==> src/rtl/self_sync_descrambler.sv <==
// Self-synchronising serial descrambler for x^58 + x^39 + 1 with a fill/lock tracker.
// Build option: define DESCRAMBLER_FILL_GATE_EN to suppress data_valid_out until locked.
module self_sync_descrambler #(
  parameter int unsigned FILL_LEN = 58
) (
  input  logic clk,
  input  logic rst,
  input  logic scrambled_data_in,
  input  logic data_valid_in,
  input  logic resync,
  output logic serial_data_out,
  output logic data_valid_out,
  output logic locked
);

  localparam int unsigned SR_W  = 58;
  localparam int unsigned CNT_W = 8;
  localparam int unsigned TAP_A = 38;
  localparam int unsigned TAP_B = 57;

  typedef enum logic {
    FILLING = 1'b0,
    LOCKED  = 1'b1
  } state_t;

  state_t            r_state;
  state_t            w_state_next;
  logic [SR_W-1:0]   r_shift;
  logic [CNT_W-1:0]  r_cnt;
  logic              r_dout;
  logic              r_dvo;
  logic              r_locked;
  logic              w_accept;
  logic              w_fill_done;
  logic              w_dvo_next;
  logic              w_descr;

  // resync takes priority over a coincident valid bit, which is dropped
  assign w_accept    = data_valid_in & ~resync;
  assign w_fill_done = (r_cnt >= CNT_W'(FILL_LEN - 1));
  assign w_descr     = scrambled_data_in ^ r_shift[TAP_A] ^ r_shift[TAP_B];

  // Lock FSM next state and registered-output precursors
  always_comb begin
    w_state_next = r_state;
    w_dvo_next   = 1'b0;
    case (r_state)
      FILLING: begin
        if (w_accept && w_fill_done) begin
          w_state_next = LOCKED;
        end
      end
      LOCKED: begin
        if (resync) begin
          w_state_next = FILLING;
        end
      end
      default: w_state_next = FILLING;
    endcase
`ifdef DESCRAMBLER_FILL_GATE_EN
    w_dvo_next = w_accept && (r_state == LOCKED);
`else
    w_dvo_next = w_accept;
`endif
  end

  // State, shift register, fill counter and outputs
  always_ff @(posedge clk) begin
    if (rst) begin
      r_state  <= FILLING;
      r_shift  <= '0;
      r_cnt    <= '0;
      r_dout   <= 1'b0;
      r_dvo    <= 1'b0;
      r_locked <= 1'b0;
    end else begin
      r_state  <= w_state_next;
      r_dvo    <= w_dvo_next;
      r_locked <= (w_state_next == LOCKED);
      if (resync) begin
        r_shift <= '0;
        r_cnt   <= '0;
      end else if (data_valid_in) begin
        // the line bit, not the descrambled bit, feeds the register
        r_shift <= {r_shift[SR_W-2:0], scrambled_data_in};
        r_dout  <= w_descr;
        if (r_cnt < CNT_W'(FILL_LEN)) begin
          r_cnt <= r_cnt + CNT_W'(1);
        end
      end
    end
  end

  assign serial_data_out = r_dout;
  assign data_valid_out  = r_dvo;
  assign locked          = r_locked;

endmodule

==> config.mk <==
export PLATFORM = sky130hd
export DESIGN_NAME = self_sync_descrambler
export DESIGN_NICKNAME = d
export VERILOG_FILES = /design/src/rtl/self_sync_descrambler.sv
export SDC_FILE = /design/constraint.sdc
export NUM_CORES = 1
export LEC_CHECK = 0
export ABC_CLOCK_PERIOD_IN_PS = 1300
export CAP_MARGIN = 20
export CORE_MARGIN = 5
export CORE_UTILIZATION = 40
export CTS_CLUSTER_SIZE = 10
export DETAILED_ROUTE_END_ITERATION = 8
export MAX_ROUTING_LAYER = met4
export PLACE_DENSITY = 0.63
export SLEW_MARGIN = 20
export SYNTH_ARGS = -nofsm -noshare
export SYNTH_HDL_FRONTEND = slang
export SYNTH_SLANG_ARGS = --single-unit
==> constraint.sdc <==
create_clock -name clk -period 1.3 [get_ports clk]
set_input_delay 0.195 -clock clk [delete_from_list [all_inputs] [get_ports clk]]
set_output_delay 0.195 -clock clk [all_outputs]
set_load 0.005 [all_outputs]
==> summary.md <==
| Metric | Value |
|---|---|
| Status | `finished clean` |
| Worst path cell trace | `ha_1 -> and4bb_4 -> a21oi_1 -> a311oi_2` |
| Hold Path Stages | `3` |
| Worst Path Max Fanout | `4` |
| Yosys Warn Count | `0` |
| Simple-gate area share of the yosys netlist | `15.45%` |
| Drt total wl | `3847 um` |
| Vias in the first global route | `roughly 1600` |
| DRT Pass-1 Iters | `4` |
| Slowest stage delay, CP | `0.36 ns` |
| # setup viols final | `0` |
| Row cnt | `29` |
| # diodes | `0` |
| Largest delay share family, worst path | `flip-flops` |
| Synthesized Nets | `around 250` |
| Minimum clock period | `1.178 ns` |
| Finished Core Util | `47.00%` |
| Maximum clock path buffer count | `2` |
| Post-CTS Setup Inserts | `0` |
| Synthesized flop and latch total | `69` |
| Hold-fix buffers, CTS | `0` |
| RSZ-0062 raised after global routing | `no` |
| Critical Setup Path Class | `reg2reg` |
| Starting DRT DRC Count | `42` |
| H-tree depth | `3` |
| Internal | `between 3000 and 4000 uW` |
| Core ar. | `approximately 0.0063 mm^2` |
| Clk root buf | `clkbuf_8` |
| Critical Path Source Type | `register` |
| Worst reg2reg path depth | `4` |
| Sw Share | `21.93%` |
| Post-synthesis mux area share | `a little under a quarter` |
| Clock Skew | `0.005292 ns` |
| WP depth | `4` |
| Worst-Margin Slew | `0.2603 ns` |
| Final nets | `about 270` |
| Design area | `0.002984 mm^2` |
| Share of cells above drive strength 1 | `12.88%` |
| Antenna-violating nets left | `0` |
| Final hold vios | `0` |
| Worst Hold Class | `in2reg` |
| Drt drc | `0` |
| Max VDD drop | `0.7407 mV` |
| Skew-Pair Late Insertion Delay | `0.33 ns` |
| Adder-Cell Fraction of Synth Area | `1.440%` |
| Die ar. | `0.008234 mm^2` |
| Post-Layout Cell Count | `341` |
| Synth unique cells | `31` |
| Ports | `8` |
| Fin crit share | `90.58%` |
| Gate Count Post-Synth | `~250` |
| Post-Synth XOR/XNOR Area | `0.6718%` |
| Synth-to-layout area growth | `14.44%` |
| Post-DP HPWL | `2519 um` |
| Combinational family with the most area after synthesis | `multiplexers` |
| Syn_area_per_cell | `10.64 um^2` |
| Synth Area in Compound Gates | `roughly 3.3%` |
| Comb pwr share | `4.6%` |
| DR vias/cell | `between 4 and 5` |
| Max Fclk | `849.2 MHz` |
| Instance area at placement | `roughly 0.0028 mm^2` |
| Worst Path Required | `1.55 ns` |
| Inserted Clock Buffers | `9` |
| Die Width | `90.74 um` |
| Initial antenna violation count | `0` |
| Crit-path slowest cell | `dfxtp_1` |
| Max-slew violations | `0` |
| Clock share of power | `42.8%` |
| NetSw | `about 880 uW` |
| CP arrival | `1.43 ns` |
| Pwr Total | `4031 uW` |
| Hold slack | `0.2283 ns` |
| Vias | `1622` |
| Worst-path clk slew | `~0.070 ns` |
| Die Y | `90.74 um` |
| GRT Overall Usage | `approximately 11%` |
| P_leak | `0.001224 uW` |
| First-pass GRT wire length | `6969 um` |
| Leading area contributor after synthesis | `dfxtp_1` |
| Yosys top cell area share | `52.98%` |
| Post-Place Cells | `325` |
| Routed WL per cell | `~11 um` |
| GP Congestion | `approximately 0.73` |
| P per Cell Area | `1351 mW/mm^2` |
| Global route total overflow | `0` |
| Slew HR | `between 80% and 90%` |
| Clock Sinks | `69` |
| Seq/Total Area, Yosys | `52.98%` |
| # port buffers | `7` |
| Largest net degree at the start of global routing | `39` |
| Top post-synthesis cells by area | `dfxtp_1 53%, mux2i_1 23%, nor2_1 9.1%` |
| Starting density of the core | `41.06%` |
| Mapped Area | `0.002608 mm^2` |
| Buf/Inv on CP | `0` |
| CTS tree | `yes` |
| Crit end category | `register` |
| Max cap viols | `0` |
| Flop pwr share | `52.6%` |
==> worst min-delay path: cells and delay by family <==
family	cells	cell delay, ns
buffers and inverters	1	0.16
AND/OR/NAND/NOR	1	0.07
multiplexers	1	0.09
==> synthesized netlist by cell type <==
cell type and instances:
a21o_1 1, a21oi_1 5, a22o_1 1, a311oi_2 1
a41oi_1 1, and2_1 4, and3_1 1, and4_1 1
and4bb_1 1, and4bb_4 1, buf_2 11, buf_4 1
buf_6 2, dfxtp_1 69, ha_1 3, inv_1 2
mux2i_1 59, nand2_1 2, nand2b_1 1, nand3_2 1
nand4_1 2, nand4b_1 1, nor2_1 63, nor2b_1 1
nor3_1 1, nor3_2 1, nor3b_2 2, o21a_1 2
o21ai_1 1, or2_1 1, xnor2_1 2
==> timing repair <==
item,CTS,global route
setup endpoints to repair,3,0
hold endpoints to repair,0,0
resized for setup,4,0
==> placed cells by master, fill, tap and decap left out, types with 2 or more instances in the layout <==
| cell type | instances |
|---|---|
| mux2i_1 | 59 |
| o21a_1 | 2 |
| dlygate4sd2_1 | 3 |
| inv_1 | 2 |
| nor2_1 | 63 |
| a21oi_1 | 5 |
| nor3b_2 | 2 |
| and2_1 | 4 |
| clkdlybuf4s50_1 | 3 |
| buf_12 | 2 |
| dfxtp_1 | 68 |
| clkbuf_8 | 10 |
| buf_4 | 9 |
| nand2_1 | 2 |
| xnor2_1 | 2 |
| clkinvlp_4 | 2 |
| nand4_1 | 2 |
| ha_1 | 3 |
==> layout make-up <==
cell class / count / area, um^2
inverters: 2 / 7.507
clock inverters: 5 / 58.81
multi-input cells: 160 / 1134
fillers: 613 / 3366
well taps: 77 / 96.34
repair buffers: 17 / 163.9
clock buffers: 11 / 141.4
flip-flops and latches: 69 / 1383
==> power groups by stage <==
stage	combinational (uW)	sequential, uW	clock (uW)
2_1_floorplan	136	2170	0
3_3_place_gp	189	2170	0
3_5_place_dp	190	2170	0
4_1_cts	188	2120	1790
5_1_grt	203	2120	1900
6_report	185	2120	1720
==> worst paths after layout <==
kind	startpoint	end	slack, ns
setup / recovery	r_cnt[1]	r_cnt[2]	0.12
setup reg to reg	r_cnt[1]	r_cnt[2]	0.12
hold reg to reg	r_shift[23]	r_shift[24]	0.49
hold / removal	data_valid_in	r_shift[57]	0.23
==> per-layer routing <==
layer	routed length [um]	GRT usage [%]
met3	58	3.000
met5	0	-
met1	2014	13.03
met4	80	7.444
met2	1694	15.38
==> cell families (layout without fill, tap and decap cells) <==
kind of cell / count (synthesis) / count (layout)
compound gates: 12 / 12
buf+inv: 16 / 35
mux: 59 / 59
flops: 69 / 69
xor+xnor: 2 / 2
simple gates: 84 / 84
fa+ha+maj: 3 / 3
==> registers in the layout, summed over array words and instances, names as in the netlist <==
name             cells
data_valid_out       1
locked               1
r_cnt                8
r_shift             58
serial_data_out      1
==> per-stage QoR <==
step | setup slack [ns] | setup TNS, ns
finish | 0.1225 | 0
CTS | 0.1097 | 0
floorplan | 0.1802 | 0
global placement | -0.1060 | -5.688
detailed placement | -0.1326 | -6.291
global route | 0.04695 | 0
(Power assumes the default switching activity.)
